File: config.mk
export PLATFORM = sky130hd
export DESIGN_NAME = coin_pulse_gen
export DESIGN_NICKNAME = d
export VERILOG_FILES = /design/src/rtl/coin_pkg.sv /design/src/rtl/debounce_filter.sv /design/src/rtl/coin_pulse_gen.sv
export SDC_FILE = /design/constraint.sdc
export NUM_CORES = 1
export LEC_CHECK = 0
export ABC_CLOCK_PERIOD_IN_PS = 6000
export CAP_MARGIN = 25
export CORE_MARGIN = 4
export CORE_UTILIZATION = 35
export CTS_CLUSTER_SIZE = 10
export DETAILED_ROUTE_END_ITERATION = 16
export PLACE_DENSITY = 0.5
export SKIP_CTS_REPAIR_TIMING = 1
export SLEW_MARGIN = 0
export SYNTH_ARGS = -nofsm -noshare
export SYNTH_HDL_FRONTEND = slang
export SYNTH_SLANG_ARGS = --single-unit
File: constraint.sdc
create_clock -name clk -period 6 [get_ports clk]
set_clock_uncertainty 0.05 [all_clocks]
set_input_delay 1.8 -clock clk [delete_from_list [all_inputs] [get_ports clk]]
set_output_delay 1.8 -clock clk [all_outputs]
set_load 0.01 [all_outputs]
File: src/rtl/coin_pkg.sv
// coin_pkg
// Shared definitions for the coin pulse generator:
//   state_t   - arbitration FSM encoding (IDLE waits for a press, HOLD waits
//               for every button to be released)
//   TALLY_W   - width of the optional coin tally counters
//   TALLY_MAX - saturation value of the tally counters
//   sat_inc   - saturating increment used by the tally counters
package coin_pkg;

  typedef enum logic {
    IDLE = 1'b0,
    HOLD = 1'b1
  } state_t;

  localparam int TALLY_W = 8;
  localparam logic [TALLY_W-1:0] TALLY_MAX = 8'd255;

  function automatic logic [TALLY_W-1:0] sat_inc(input logic [TALLY_W-1:0] value);
    return (value == TALLY_MAX) ? value : value + 1'b1;
  endfunction

endpackage

File: src/rtl/debounce_filter.sv
// debounce_filter
// Synchronizes one raw, bouncy button input into the clk domain and filters it
// so the output level only changes after the synchronized input has differed
// from it for DEBOUNCE_CYCLES consecutive cycles.
// Parameters:
//   DEBOUNCE_CYCLES - stable cycles required to accept a change (minimum 2)
// Ports:
//   clk   - system clock
//   rst   - asynchronous, active-high reset
//   raw   - raw button input, asynchronous to clk
//   level - debounced button level
module debounce_filter #(
  parameter int DEBOUNCE_CYCLES = 1000000
) (
  input  logic clk,
  input  logic rst,
  input  logic raw,
  output logic level
);

  localparam int CNT_W = $clog2(DEBOUNCE_CYCLES + 1);
  localparam logic [CNT_W-1:0] CNT_LAST = CNT_W'(DEBOUNCE_CYCLES - 1);

  logic             meta;
  logic             sync;
  logic [CNT_W-1:0] cnt;

  always_ff @(posedge clk or posedge rst) begin
    if (rst) begin
      meta <= 1'b0;
      sync <= 1'b0;
    end else begin
      meta <= raw;
      sync <= meta;
    end
  end

  // The counter holds the number of consecutive cycles the synchronized input
  // has disagreed with the accepted level; the edge that would make it reach
  // DEBOUNCE_CYCLES accepts the new level instead.
  always_ff @(posedge clk or posedge rst) begin
    if (rst) begin
      cnt   <= '0;
      level <= 1'b0;
    end else if (sync == level) begin
      cnt <= '0;
    end else if (cnt == CNT_LAST) begin
      cnt   <= '0;
      level <= sync;
    end else begin
      cnt <= cnt + 1'b1;
    end
  end

endmodule

File: src/rtl/coin_pulse_gen.sv
// coin_pulse_gen
// Turns raw nickel/dime buttons into clean single-cycle nb/db pulses for the
// vending FSM: one coin per press, one coin at a time, none while vending.
// Optional build macro: COIN_TALLY_EN adds saturating coin tally counters.
// Parameters:
//   DEBOUNCE_CYCLES - stable cycles required to accept a level change (min 2)
// Ports:
//   clk          - system clock
//   rst          - asynchronous, active-high reset
//   nickel_btn   - raw nickel button
//   dime_btn     - raw dime button
//   inhibit      - high while the FSM is dispensing; presses are consumed
//   tally_clr    - (COIN_TALLY_EN) synchronous clear of both tallies
//   nickel_count - (COIN_TALLY_EN) accepted nickels, saturating at 255
//   dime_count   - (COIN_TALLY_EN) accepted dimes, saturating at 255
//   nb           - one-cycle nickel pulse
//   db           - one-cycle dime pulse
//   busy         - high while a press is being waited out
module coin_pulse_gen
  import coin_pkg::*;
#(
  parameter int DEBOUNCE_CYCLES = 1000000
) (
  input  logic               clk,
  input  logic               rst,
  input  logic               nickel_btn,
  input  logic               dime_btn,
  input  logic               inhibit,
`ifdef COIN_TALLY_EN
  input  logic               tally_clr,
  output logic [TALLY_W-1:0] nickel_count,
  output logic [TALLY_W-1:0] dime_count,
`endif
  output logic               nb,
  output logic               db,
  output logic               busy
);

  logic   nickel_lvl;
  logic   dime_lvl;
  logic   nickel_lvl_d1;
  logic   dime_lvl_d1;
  logic   rise_nickel;
  logic   rise_dime;
  state_t state;

  debounce_filter #(
    .DEBOUNCE_CYCLES(DEBOUNCE_CYCLES)
  ) u_nickel_filter (
    .clk   (clk),
    .rst   (rst),
    .raw   (nickel_btn),
    .level (nickel_lvl)
  );

  debounce_filter #(
    .DEBOUNCE_CYCLES(DEBOUNCE_CYCLES)
  ) u_dime_filter (
    .clk   (clk),
    .rst   (rst),
    .raw   (dime_btn),
    .level (dime_lvl)
  );

  // Rise flags are registered, so each is a one-cycle strobe one cycle after
  // the debounced level goes high.
  always_ff @(posedge clk or posedge rst) begin
    if (rst) begin
      nickel_lvl_d1 <= 1'b0;
      dime_lvl_d1   <= 1'b0;
      rise_nickel   <= 1'b0;
      rise_dime     <= 1'b0;
    end else begin
      nickel_lvl_d1 <= nickel_lvl;
      dime_lvl_d1   <= dime_lvl;
      rise_nickel   <= nickel_lvl & ~nickel_lvl_d1;
      rise_dime     <= dime_lvl & ~dime_lvl_d1;
    end
  end

  // Any rise seen in IDLE moves to HOLD, whether or not it produced a pulse;
  // that is what consumes inhibited presses and drops the losing nickel of a
  // simultaneous press. Dime has priority when both rise together.
  always_ff @(posedge clk or posedge rst) begin
    if (rst) begin
      state <= IDLE;
      nb    <= 1'b0;
      db    <= 1'b0;
    end else begin
      nb <= 1'b0;
      db <= 1'b0;
      case (state)
        IDLE: begin
          if (rise_nickel || rise_dime) begin
            state <= HOLD;
            if (!inhibit) begin
              if (rise_dime) begin
                db <= 1'b1;
              end else begin
                nb <= 1'b1;
              end
            end
          end
        end
        HOLD: begin
          if (!nickel_lvl && !dime_lvl) begin
            state <= IDLE;
          end
        end
      endcase
    end
  end

  assign busy = (state == HOLD);

`ifdef COIN_TALLY_EN
  // Tallies count the cycle a pulse is high; a clear in that same cycle wins.
  always_ff @(posedge clk or posedge rst) begin
    if (rst) begin
      nickel_count <= '0;
      dime_count   <= '0;
    end else if (tally_clr) begin
      nickel_count <= '0;
      dime_count   <= '0;
    end else begin
      if (nb) begin
        nickel_count <= sat_inc(nickel_count);
      end
      if (db) begin
        dime_count <= sat_inc(dime_count);
      end
    end
  end
`endif

endmodule

==> run_results.csv <==
group,metric,value,unit
status,outcome,"finished, final reports clean",
critical_path,cpMaxStageDelayCell,"clkdlybuf4s50_1",
synthesis,synth-simple-area-share,24.4,%
synthesis,synth_common_cells,"dfrtp_1, nor2_1, xnor2_1, nand3_1, nand2_1",
placement,gp_congestion,0.735,
sta,hold_slack,0.307,ns
sta,hold_viol,0,
global_routing,grt_pass1_vias,1603,
pwr,internal_power,504,uW
synthesis,synth_mux_area_share,1.75,%
cts,clock-sinks,53,
placement,numPortBuffers,7,
synthesis,synth_top_family_by_area,"simple AND/OR/NAND/NOR gates",
synthesis,synth.largest_area_cell,"dfrtp_1",
pwr,pwr-share-clk,39.5,%
synthesis,synth_seq_cells,53,
sta,setup_viol,0,
sta,fmax,0.321,GHz
synthesis,synthTopCellsByArea,"dfrtp_1, xnor2_1, nor2_1, nand3_1, xor2_1",
cts,cts_buffer_depth,2,
critical_path,crit_buf_inv,1,
layout,regArea,1330,um2
layout,area_delta_synth_final,12.5,%
synthesis,syn_avg_cell_area,10.4,um2
global_routing,gr-total-overflow,0,
min_path,hold_start,"u_dime_filter.meta",
drt,drt_iter0_drc,55,
critical_path,worst_ep_required_time,4.15,ns
critical_path,path_delay_family,"buffers and inverters",
floorplan,die_x,91.5,um
cts,cts_buffers,5,
layout,fillers,657,
layout,nNetsFinal,253,
synthesis,ys_warn_count,0,
flow_run,cap_viol_max_count,0,
pwr,p_leak,1.07,nW
sta,tightest_slew,0.657,ns
floorplan,die_area,8360,um2
drt,vias,1675,
synthesis,synth-xor-area-share,10.4,%
placement,place_inst,335,
cts,clk_latency,0.30,ns
critical_path,cp-end-kind,"primary output",
critical_path,startpoint,"busy",
floorplan,start_util,35.9,%
drt,routed_wl,4280,um
drt,first_pass_iters,5,
floorplan,io_pins,8,
pwr,vdd_drop_max,0.0799,mV
sta,grt_setup_unrepaired,"no",
critical_path,critical_path.max_stage_delay,0.56,ns
sta,drv_slew,0,
critical_path,arrival,1.26,ns
sta,relSlewSlack,55.8,%
synthesis,synth_edf_count,0,
layout,largestRegisters,"u_dime_filter.cnt (20), u_nickel_filter.cnt (20)",
min_path,hp-class,"register to register",
pwr,power_frac_comb,3.4,%
synthesis,synth_ff_type,"dfrtp_1",
layout,n_antenna_cell,0,
floorplan,row_count,30,
drt,route.detailed.drc,0,
cts,tritoncts,"done",
pwr,switching_share,21.3,%
synthesis,synth_top_area_share,54.4,%
floorplan,coreArea,6790,um2
sta,fin_crit_sh,51.9,%
synthesis,synth_async_sr_flop_share,100,%
synthesis,netlist_instances,234,
synthesis,synth_area,2440,um2
layout,layoutNonFillerInstCount,343,
critical_path,rr_startpoint,"u_nickel_filter.cnt[16]",
cts,path_clk_slew,0.09,ns
pwr,power,641,uW
critical_path,crit_fanout,5,
pwr,p_sw,137,uW
pwr,p_seq_share,57.1,%
layout,multi_input_area,1050,um2
cts,htree_levels,2,
synthesis,synth_cell_type_count,36,
global_routing,grt_max_degree,54,
sta,timing.setup.tns,0,ns
synthesis,seq_area_frac_synth,54.4,%
drt,viasPerCell,4.88,
global_routing,grtUsageTotal,11.2,%
global_routing,grt_pass1_wl,7630,um
critical_path,path_class,"register to primary output",
floorplan,die_h,91.5,um
drt,ant_nets,0,
synthesis,synthMostInstantiatedCell,"dfrtp_1",
critical_path,start_kind,"register",
global_routing,antenna_found_initial,0,
cts,cts_root_buf,"clkbuf_8",
critical_path,crit_chain,"clkdlybuf4s50_1",
synthesis,synth_compound_area_share,5.18,%
placement,dp_hpwl,2780,um
layout,drive_gt1_share,9.31,%
sta,period_needed,3.11,ns
drt,post_drt_wl_per_cell,12.5,um
synthesis,syn_nets,241,
pwr,p_per_area,234,nW/um2
synthesis,synth-adder-area-share,1.03,%
==> kinds of logic (layout without fill, tap and decap cells) <==
family,count (synthesis),after routing
buffers and inverters,15,28
XOR/XNOR,29,29
multiplexers,4,4
flip-flops,53,53
AO/OA/AOI/OAI,19,19
adder cells (fa/ha/maj),2,2
AND/OR/NAND/NOR,112,112
==> cell type report <==
cell class | count | share of cell area, %
clock inverters | 2 | 1.37
flip-flops and latches | 53 | 48.4
clock buffers | 6 | 3.01
inverters | 11 | 1.51
well taps | 96 | 4.38
repair buffers | 9 | 3.10
multi-input cells | 166 | 38.2
==> placed cells by master (no fill, tap or decap), types with 2 or more instances in the layout <==
cell and count:
o21ai_0 3, dfrtp_1 53, and3_1 3, or4_1 5, nor3_1 10, nand4_1 5, mux2i_1 2, mux2_2 2
xnor2_1 21, nor2_1 39, a21oi_1 8, nand3_1 15, clkdlybuf4s50_1 7, clkbuf_8 6, buf_4 2, xor2_1 8
or4b_2 2, nor4_1 10, inv_1 10, nor2b_1 2, nand2_1 12, ha_1 2, o31ai_1 3
==> worst paths after layout <==
kind                                      endpoint  slack [ns]  cells past startpoint
min reg2reg                     u_dime_filter.sync        0.31                      0
min                             u_dime_filter.sync        0.31                      0
max in group asynchronous  u_nickel_filter.cnt[11]        3.52                      3
max reg2reg                u_nickel_filter.cnt[14]        3.67                      5
max                                           busy        2.89                      1
min in group asynchronous    u_dime_filter.cnt[11]        1.93                      3
==> routing by layer <==
metal	up-vias	routed length, um	track usage, %
met1	807	2360	16.9
met5	-	0	0
met3	2	124	2.73
li1	842	-	-
met4	0	35	3.64
met2	24	1760	15.4
==> power by group through the flow <==
stage	combinational, mW	sequential, mW	clock (mW)
floorplan	0.0154	0.372	0
global placement	0.0229	0.373	0
detailed placement	0.0230	0.373	0
CTS	0.0232	0.366	0.264
global route	0.0266	0.367	0.278
finish	0.0219	0.366	0.253
==> metrics by stage <==
| step | worst slack (ns) | util (%) | cell area (um2) |
|---|---|---|---|
| final | 2.89 | 40.3 | 2740 |
| after global routing | 2.85 | 40.3 | 2740 |
| after CTS | 2.87 | 40.3 | 2740 |
| after detailed placement | 3.13 | 38.6 | 2620 |
| after global placement | 3.12 | 38.6 | 2620 |
| after floorplan | 2.86 | - | 2440 |
(Power assumes the default switching activity.)
